--- src/rtl/operand_collector_if.sv ---
// Handshake bundle between an operand source, the operand collector and the
// m-operand fast adder that consumes the packed group.
interface operand_collector_if #(
    parameter int m = 5,
    parameter int n = 64
);
    localparam int CW = $clog2(m + 1);

    // Upstream beat channel
    logic            in_valid;
    logic            in_ready;
    logic [n-1:0]    in_data;
    logic            in_last;
    logic            in_c;

    // Downstream packed-group channel
    logic            out_valid;
    logic            out_ready;
    logic [m*n-1:0]  x;
    logic            c;
    logic [CW-1:0]   count;

    // Operand source and adder side
    modport master (
        output in_valid, in_data, in_last, in_c, out_ready,
        input  in_ready, out_valid, x, c, count
    );

    // Collector side
    modport slave (
        input  in_valid, in_data, in_last, in_c, out_ready,
        output in_ready, out_valid, x, c, count
    );
endinterface

--- src/rtl/operand_collector.sv ---
// Serial-to-parallel operand buffer: packs up to m n-bit beats into the flat
// m*n-bit bus of the fast adder and holds the group until it is taken.
module operand_collector #(
    parameter int m = 5,
    parameter int n = 64
) (
    input  logic                 clk,
    input  logic                 rst,
    operand_collector_if.slave   bus
);
    localparam int CW = $clog2(m + 1);

    typedef enum logic {
        FILL = 1'b0,
        HOLD = 1'b1
    } state_t;

    state_t          r_state;
    logic            r_out_valid;
    logic            r_c;
    logic [CW-1:0]   r_count;
    logic [n-1:0]    r_slot [m];

    logic            w_in_ready;
    logic            w_accept;
    logic            w_close;
    logic [m*n-1:0]  w_x;

    assign w_in_ready = ~r_out_valid;
    assign w_accept   = bus.in_valid & w_in_ready;
    // The m-th beat closes the group whether or not in_last is set.
    assign w_close    = (r_count == CW'(m - 1)) | bus.in_last;

    // NOTE: every variable assigned in always_comb gets a default first so no
    // path leaves it unassigned; a missed path would infer a latch.
    always_comb begin
        w_x = '0;
        for (int k = 0; k < m; k++) begin
            w_x[k*n +: n] = r_slot[k];
        end
    end

    // NOTE: sequential state uses non-blocking assignments only, so every
    // right-hand side below sees the pre-edge value regardless of order.
    always_ff @(posedge clk) begin
        if (rst) begin
            r_state     <= FILL;
            r_out_valid <= 1'b0;
            r_c         <= 1'b0;
            r_count     <= '0;
            // NOTE: the slot storage is reset, not just the count, because
            // slots a short group never writes must read back as zero padding.
            for (int k = 0; k < m; k++) begin
                r_slot[k] <= '0;
            end
        end else begin
            case (r_state)
                FILL: begin
                    if (w_accept) begin
                        for (int k = 0; k < m; k++) begin
                            if (r_count == CW'(k)) begin
                                r_slot[k] <= bus.in_data;
                            end
                        end
                        r_count <= r_count + CW'(1);
                        if (w_close) begin
                            r_c         <= bus.in_c;
                            r_out_valid <= 1'b1;
                            r_state     <= HOLD;
                        end
                    end
                end
                HOLD: begin
                    // Release wipes the group so the next fill starts zero-padded.
                    if (bus.out_ready) begin
                        for (int k = 0; k < m; k++) begin
                            r_slot[k] <= '0;
                        end
                        r_count     <= '0;
                        r_c         <= 1'b0;
                        r_out_valid <= 1'b0;
                        r_state     <= FILL;
                    end
                end
                default: begin
                    r_state     <= FILL;
                    r_out_valid <= 1'b0;
                end
            endcase
        end
    end

    assign bus.in_ready  = w_in_ready;
    assign bus.out_valid = r_out_valid;
    assign bus.x         = w_x;
    assign bus.c         = r_c;
    assign bus.count     = r_count;

endmodule

--- src/flat_wrapper.sv ---
// flat-port wrapper written by rule: the top's interface ports become plain ports
module operand_collector_flat 
#(
    parameter int m = 5,
    parameter int n = 64
)
  (clk, rst, bus_in_valid, bus_in_data, bus_in_last, bus_in_c, bus_out_ready, bus_in_ready, bus_out_valid, bus_x, bus_c, bus_count);
  operand_collector_if #(.m(m), .n(n)) bus_i ();
  input  logic clk;
  input  logic rst;
  input wire logic [$bits(bus_i.in_valid)-1:0] bus_in_valid;
  input wire logic [$bits(bus_i.in_data)-1:0] bus_in_data;
  input wire logic [$bits(bus_i.in_last)-1:0] bus_in_last;
  input wire logic [$bits(bus_i.in_c)-1:0] bus_in_c;
  input wire logic [$bits(bus_i.out_ready)-1:0] bus_out_ready;
  output wire logic [$bits(bus_i.in_ready)-1:0] bus_in_ready;
  output wire logic [$bits(bus_i.out_valid)-1:0] bus_out_valid;
  output wire logic [$bits(bus_i.x)-1:0] bus_x;
  output wire logic [$bits(bus_i.c)-1:0] bus_c;
  output wire logic [$bits(bus_i.count)-1:0] bus_count;
  assign bus_i.in_valid = bus_in_valid;
  assign bus_i.in_data = bus_in_data;
  assign bus_i.in_last = bus_in_last;
  assign bus_i.in_c = bus_in_c;
  assign bus_i.out_ready = bus_out_ready;
  assign bus_in_ready = bus_i.in_ready;
  assign bus_out_valid = bus_i.out_valid;
  assign bus_x = bus_i.x;
  assign bus_c = bus_i.c;
  assign bus_count = bus_i.count;
  operand_collector #(.m(m), .n(n)) u_core (.clk(clk), .rst(rst), .bus(bus_i));
endmodule
--- config.mk ---
export PLATFORM = sky130hd
export DESIGN_NAME = operand_collector_flat
export DESIGN_NICKNAME = d
export VERILOG_FILES = /design/src/rtl/operand_collector_if.sv /design/src/rtl/operand_collector.sv /design/src/flat_wrapper.sv
export SDC_FILE = /design/constraint.sdc
export NUM_CORES = 1
export LEC_CHECK = 0
export CAP_MARGIN = 10
export CELL_PAD_IN_SITES_DETAIL_PLACEMENT = 2
export CELL_PAD_IN_SITES_GLOBAL_PLACEMENT = 2
export CORE_MARGIN = 8
export CORE_UTILIZATION = 33
export DETAILED_ROUTE_END_ITERATION = 8
export PLACE_DENSITY = 0.81
export SLEW_MARGIN = 20
export SYNTH_ARGS = -nofsm -noshare
export SYNTH_HDL_FRONTEND = slang
export SYNTH_SLANG_ARGS = --single-unit
export TNS_END_PERCENT = 5
--- constraint.sdc ---
create_clock -name clk -period 20.6 [get_ports clk]
set_input_delay 5.15 -clock clk [delete_from_list [all_inputs] [get_ports clk]]
set_output_delay 5.15 -clock clk [all_outputs]
set_load 0.005 [all_outputs]
; After elaboration in Yosys (flattened, before gate mapping)
; Memories as Yosys holds them, arrays and structs flattened.
; Cells that the tools add are included.
[word_totals]
in_bits = 70
mem_bits_rw = 320
elab_cells = 85
n_memories = 1
regBits = 6
latch_bits = 0
mem_bits_ro = 0
[memory_table]
columns = memory, depth, word_bits, rd, rd_ports_with_merged_regs, write_ports, line_no
row1 = u_core.r_slot, 5, 64, 5, 0, 5, operand_collector.sv:22  ; logic [n-1:0] r_slot [m];
[op_classes]
eq_ne = 7
div_mod_pow = 0
order_cmp = 0
multipliers = 0
mux = 55
shift = 0
n_addsub = 1
bitwise_logic = 14
n_reduce_logical = 3
[ops]
columns = operator, count
row1 = two-way mux 64 bit, 10
row2 = two-way mux 1 bit, 39
row3 = OR 1 bit, 11
row4 = "== test 3 x 2 -> 1 bit, second input constant", 2
row5 = two-way mux 3 bit, 2
row6 = case mux 1 bit (2 select lines), 3
row7 = case mux 3 bit (2 select lines), 1
row8 = "!= test 2 x 1 -> 1 bit, second input constant", 2
row9 = "adder 3 x 1 -> 3 bit, second input constant", 1
row10 = "== test 3 x 1 -> 1 bit, second input constant", 1
row11 = "== test 3 bit, second input constant", 1
row12 = zero test 3 bit, 1
row13 = AND reduction 3 bit, 1
row14 = "!= test 2 bit, second input constant", 1
row15 = NOT 1 bit, 2
row16 = AND reduction 2 bit, 1
row17 = AND 1 bit, 1

; Longest topological paths before layout
; Gate-level depths: netlist of run 1.
[depth]
word_depth = 8
ltp_mapped = 6
ltp_nobuf = 5

; Worst setup path after synthesis of run 1
; No wires, ideal clock.
[synth_path]
kind = input -> register
from = in bus_in_valid
to = mem u_core.r_slot[4][0] (netlist: u_core.r_slot[0][256]), enable pin
n_path_buf = 1
required_time_ns = 20.026
arrival_ns = 10.166
slack_ns = 9.860
stages = 3
cell_sequence = or3b_1 > buf_2 > o21ai_0
[synth_rtl]
columns = item, line_no
row1 = start: declaration, flat_wrapper.sv:11  ; input wire logic [$bits(bus_i.in_valid)-1:0] bus_in_valid;
row2 = end: declaration, operand_collector.sv:22

==> run metrics, run 1 <==
outcome=complete, no violations; R2R Path End=u_core.r_slot[0][65]; register bit total from synthesis=between 300 and 400; TNS Setup=0 ns; Final Core Density=0.512; Critical Path End=u_core.r_slot[0][65]; reg2reg setup slack=17.99 ns; Syn Nets=516; Seq/Total Area, Yosys=0.931; Post-Route WL=35.7 mm; Worst R2R Path Depth=3; initial core utilization=0.333; htree depth=2; R2R Path Start=u_core.bus.out_valid; fin. max-slew vios=0; total leakage power=5.77 nW; PD cells=101 nW/um2; IO Pins=396; fmax=approximately 140 MHz; vias per inst=4.43; Die Y=194 um; clk_skew=around 0.018 ns; DP Wirelength=25.1 mm; clock slew at reported path FFs=0.06 ns; gr usage total=0.185; critical path depth in cells=4; Critical path origin=bus_in_valid; crit path max fanout=64; Fin. Hold Viols=0; Synth cell types=20; PortBufs=395; TritonCTS clock tree=built; CP top delay family=simple AND/OR/NAND/NOR gates; critical path required time=a little over 20 ns; Die W=194 um; Setup Buffers After CTS=0; FP Rows=65; initial antenna violation count=6; Clock Path Buffers=3; CP Class=primary input to flip-flop; final net count=945; post-CTS sizing=0; layout cells sized above 1=0.0670; Multi-input gate area=703 um2; post-route ant nets=0; FILL cells=roughly 2,800; Worst-Margin Slew=1.02 ns; hold crit path type=flip-flop to flip-flop; First-pass DRT Iterations=4; largest net degree at the start of global routing=65; vias in the first global route=6,768; Cells after Synth=between 400 and 500; DR vias=5,770; CP bufs+invs=1; startpoint types=primary input; core area=31,400 um2; hold_buf cts=0; Synth Area per Inst=23.7 um2; # DRC=0; crit path time final=roughly 7.3 ns; worst hold path depth=2; area of the die=37,600 um2; Syn Std Cell Area=10,400 um2; Peak VDD IR=0.0566 mV; Syn-to-layout area delta=54.0%; Synth Warn #=0; Avg WL per Cell=27.4 um; Max Cap Viol=0; Slew headroom=0.319; Starting DRT DRC Count=236; Congestion Overflow GR=0; WP data arrival=7.44 ns; max incr delay on CP=0.83 ns; Root Buffer=clkbuf_16; Tcrit/Tclk final=0.356; first-pass GRT wire length=about 50 mm; critical path's slowest cell=a21o_4; routability cong.=0.735; clk_lat worst skew=0.50 ns; RSZ-0062 raised after global routing=false; worst path cell trace=clkdlybuf4s50_1, or3b_1, nor2_1, a21o_4; Clock Sinks=326; register area=9730 um2; Setup crit end kind=flip-flop; endpoints failing setup=0; TritonCTS buffer count=35
-- cell families after synthesis --
family | after synthesis | synth area share
AOI/OAI and AO/OA | 15 | 0.00982
adders and majority gates | 5 | 0.00599
buffers and inverters | 12 | 0.00515
DFF | 326 | 0.931
and+or+nand+nor | 83 | 0.0476
-- routing by layer --
metal  part of all wire  up-vias  track usage
li1                   -     2566            -
met1               0.35     2886        0.188
met2               0.54      246        0.347
met3              0.068       68       0.0594
met4              0.038        4       0.0736
met5            0.00064        -            0
-- where the power goes --
part           switching [mW]  internal (mW)  leakage [nW]
logic                  0.0833          0.106          1.81
registers              0.0234          0.797          3.40
clock network           0.248          0.372         0.559
-- how the worst min path moves through the flow --
| stage | start | end |
|---|---|---|
| after floorplan | u_core.r_state | u_core.r_state |
| after global placement | u_core.r_state | u_core.r_state |
| after detailed placement | u_core.bus.c | u_core.bus.c |
| after CTS | u_core.bus.c | u_core.bus.c |
| after global routing | u_core.bus.c | u_core.bus.c |
| final | u_core.bus.c | u_core.bus.c |
-- area by class of cell --
cell class / count / share of cell area
Antenna cell: 4 / 0.000622
Clock buffer: 46 / 0.0609
Clock inverter: 17 / 0.00941
Inverter: 4 / 0.000934
Multi-Input combinational cell: 103 / 0.0437
Sequential cell: 326 / 0.605
Tap cell: 402 / 0.0313
Timing Repair Buffer: 400 / 0.248
-- layout by cell type, fill, tap and decap left out, drive strengths merged --
cell type and n:
and2 64, o211ai 1, ha 5, a211oi 1, o21ai 2, nor3b 1
buf 5, nand2b 5, inv 4, nor2 2, clkdlybuf4s50 395, dfxtp 6
nand3 3, bufinv 3, diode 4, or3b 1, a21o 3, clkbuf 46
edfxtp 320, clkinv 14, o21bai 1, a21oi 7, nand2 7
-- cells in the mapped netlist --
| library cell | number | area share |
|---|---|---|
| edfxtp_1 | 320 | 0.92 |
| a21o_1 | 3 | 0.0022 |
| clkbuf_2 | 6 | 0.0029 |
| nand2b_1 | 5 | 0.0030 |
| clkbuf_1 | 1 | 0.00036 |
| nand2_1 | 7 | 0.0025 |
| or3b_1 | 1 | 0.00084 |
| inv_1 | 4 | 0.0014 |
| buf_2 | 1 | 0.00048 |
| dfxtp_1 | 6 | 0.012 |
| ha_1 | 5 | 0.0060 |
| nor3b_1 | 1 | 0.00072 |
| o21ai_0 | 2 | 0.00096 |
| o211ai_1 | 1 | 0.00072 |
| and2_1 | 64 | 0.038 |
| a211oi_4 | 1 | 0.0019 |
| a21oi_1 | 7 | 0.0034 |
| o21bai_1 | 1 | 0.00072 |
| nor2_1 | 2 | 0.00072 |
| nand3_1 | 3 | 0.0014 |
-- worst min-delay path, delay by kind of cell (launching register included) --
kind | cells | cell delay, ns
flip-flops | 1 | 0.33
AO/OA/AOI/OAI | 2 | 0.18
-- flip-flops by register name, indices dropped and copies added, names as in the netlist --
signal / count
u_core.r_slot: 320
u_core.bus.count: 3
u_core.bus.c: 1
u_core.bus.out_valid: 1
u_core.r_state: 1
-- through the flow --
stage	power [mW]	worst slack, ns	cell area, um2	hold WS (ns)	std cells
6_report	1.63	13.26	16100	0.563	1302
5_1_grt	1.68	13.15	16100	0.584	1302
4_1_cts	1.65	13.23	16100	0.559	1298
3_5_place_dp	1.03	12.70	14900	0.534	1235
3_3_place_gp	1.02	12.81	14900	0.511	1235
2_1_floorplan	0.864	9.86	10400	0.485	441
No activity file was read; power rests on OpenSTA's default activity.
==> run 2, diff against run 1 <==
- CORE_UTILIZATION: 33 -> 31
- PLACE_DENSITY: 0.81 -> 0.77
- clock period: 20.6 -> 7 ns (I/O delays scaled with it)
==> run metrics, run 2 (synthesis gave the netlist of run 1 again) <==
outcome=complete, no violations; Final Cell Area=approximately 16,000 um2; clock slew at reported path FFs=0.06 ns; RSZ-0062 raised after global routing=false; endpoints failing setup=0; Die Y=200 um; Fin. Hold Viols=0; Cells after DPL=1,281; vias per inst=4.38; Slew headroom=0.304; hold crit path type=flip-flop to flip-flop; Clock Sinks=between 300 and 400; max incr delay on CP=0.60 ns; # DRC=0; hold_buf cts=0; fmax=259 MHz; Congestion Overflow GR=0; Most flops, register=u_core.r_slot; IO Pins=~400; crit path max fanout=36; total leakage power=5.79 nW; DR vias=5,899; largest net degree at the start of global routing=65; CP bufs+invs=2; critical path required time=7.13 ns; commonest cells after routing, fill and taps aside=395 x clkdlybuf4s50_1, 320 x edfxtp_1, 64 x and2_1, 39 x clkbuf_16, 15 x clkinv_1; htree depth=2; core area=33,400 um2; Max Cap Viol=0; register area=9730 um2; DP Area=~15,000 um2; PD cells=roughly 300 nW/um2; vias in the first global route=6,547; Peak VDD IR=0.139 mV; fin. max-slew vios=0; Root Buffer=clkbuf_16; Multi-input gate area=703 um2; final net count=947; initial antenna violation count=3; initial core utilization=0.313; Syn-to-layout area delta=54.9%; WP data arrival=3.99 ns; TritonCTS clock tree=built; worst path cell trace=clkdlybuf4s50_1, nor3b_1, nand2_1, nand2_4, buf_4; clk_lat worst skew=0.51 ns; critical path's slowest cell=buf_4; Largest register FFs=320; Worst-Margin Slew=1.04 ns; gr usage total=0.180; TNS Setup=0 ns; Post-Route WL=37.5 mm; final non-filler cell total=1,348; commonest non-fill, non-tap cell in the layout=clkdlybuf4s50_1; Starting DRT DRC Count=212; FP Rows=67; Ant. Diodes=0; area of the die=39,800 um2; Clock Path Buffers=3; Avg WL per Cell=27.8 um; routability cong.=0.759; layout cells sized above 1=0.0678; PortBufs=395; CP top delay family=simple AND/OR/NAND/NOR gates; Setup Buffers After CTS=0; First-pass DRT Iterations=4; Tcrit/Tclk final=0.552; startpoint types=primary input; Die W=200 um; post-route ant nets=0; crit path time final=3.86 ns; Setup crit end kind=flip-flop; first-pass GRT wire length=51.1 mm; TritonCTS buffer count=37; DP Wirelength=between 20 and 30 mm; post-CTS sizing=0; clk_skew=0.0175 ns; FILL cells=3,061; CP Class=primary input to flip-flop
-- run 2: changes by cell type in the layout (fill, tap and decap cells not counted), moves of 2 or more --
cell,delta
inv_6,+2
diode_2,-4
clkinv_2,-4
clkbuf_1,-5
clkinv_1,+8
clkbuf_16,+2
-- run 2: cell type report --
class                   instances  area share
flip-flops and latches        326       0.601
repair buffers                400       0.247
clock buffers                  44      0.0633
multi-input cells             103      0.0435
well taps                     448      0.0346
clock inverters                23     0.00967
inverters                       4    0.000928
-- run 2: worst register-to-register path: stages (launching register included) --
cell	delay, ns
dfxtp_1	0.34
or3b_1	0.55
nor2_1	0.32
a21o_4	0.84
-- run 2: final timing paths --
path	slack, ns	depth (start not counted)	end	startpoint
worst max register to register	4.47	3	u_core.r_slot[0][131]	u_core.bus.out_valid
worst min register to register	0.53	2	u_core.bus.out_valid	u_core.bus.out_valid
worst max-delay path	3.14	5	u_core.r_slot[0][255]	bus_in_valid
worst min-delay path	0.53	2	u_core.bus.out_valid	u_core.bus.out_valid
-- run 2: per-stage QoR --
stage	total power [mW]	hold slack [ns]	util	setup WS, ns
floorplan	2.54	0.485	-	1.39
global placement	3.00	0.521	0.450	2.63
detailed placement	3.04	0.519	0.450	2.57
CTS	4.92	0.534	0.485	3.11
global route	5.01	0.567	0.485	2.96
finish	4.85	0.528	0.485	3.14
-- run 2: per-layer routing --
| metal | track usage | wire length, um |
|---|---|---|
| met1 | 0.189 | 13100 |
| met2 | 0.339 | 20400 |
| met3 | 0.0546 | 2920 |
| met4 | 0.0602 | 1050 |
| met5 | 0 | 38 |
-- run 2: report_power, final --
group | internal [mW] | switching, mW
combinational | 0.311 | 0.251
clock | 1.11 | 0.757
sequential | 2.35 | 0.0708
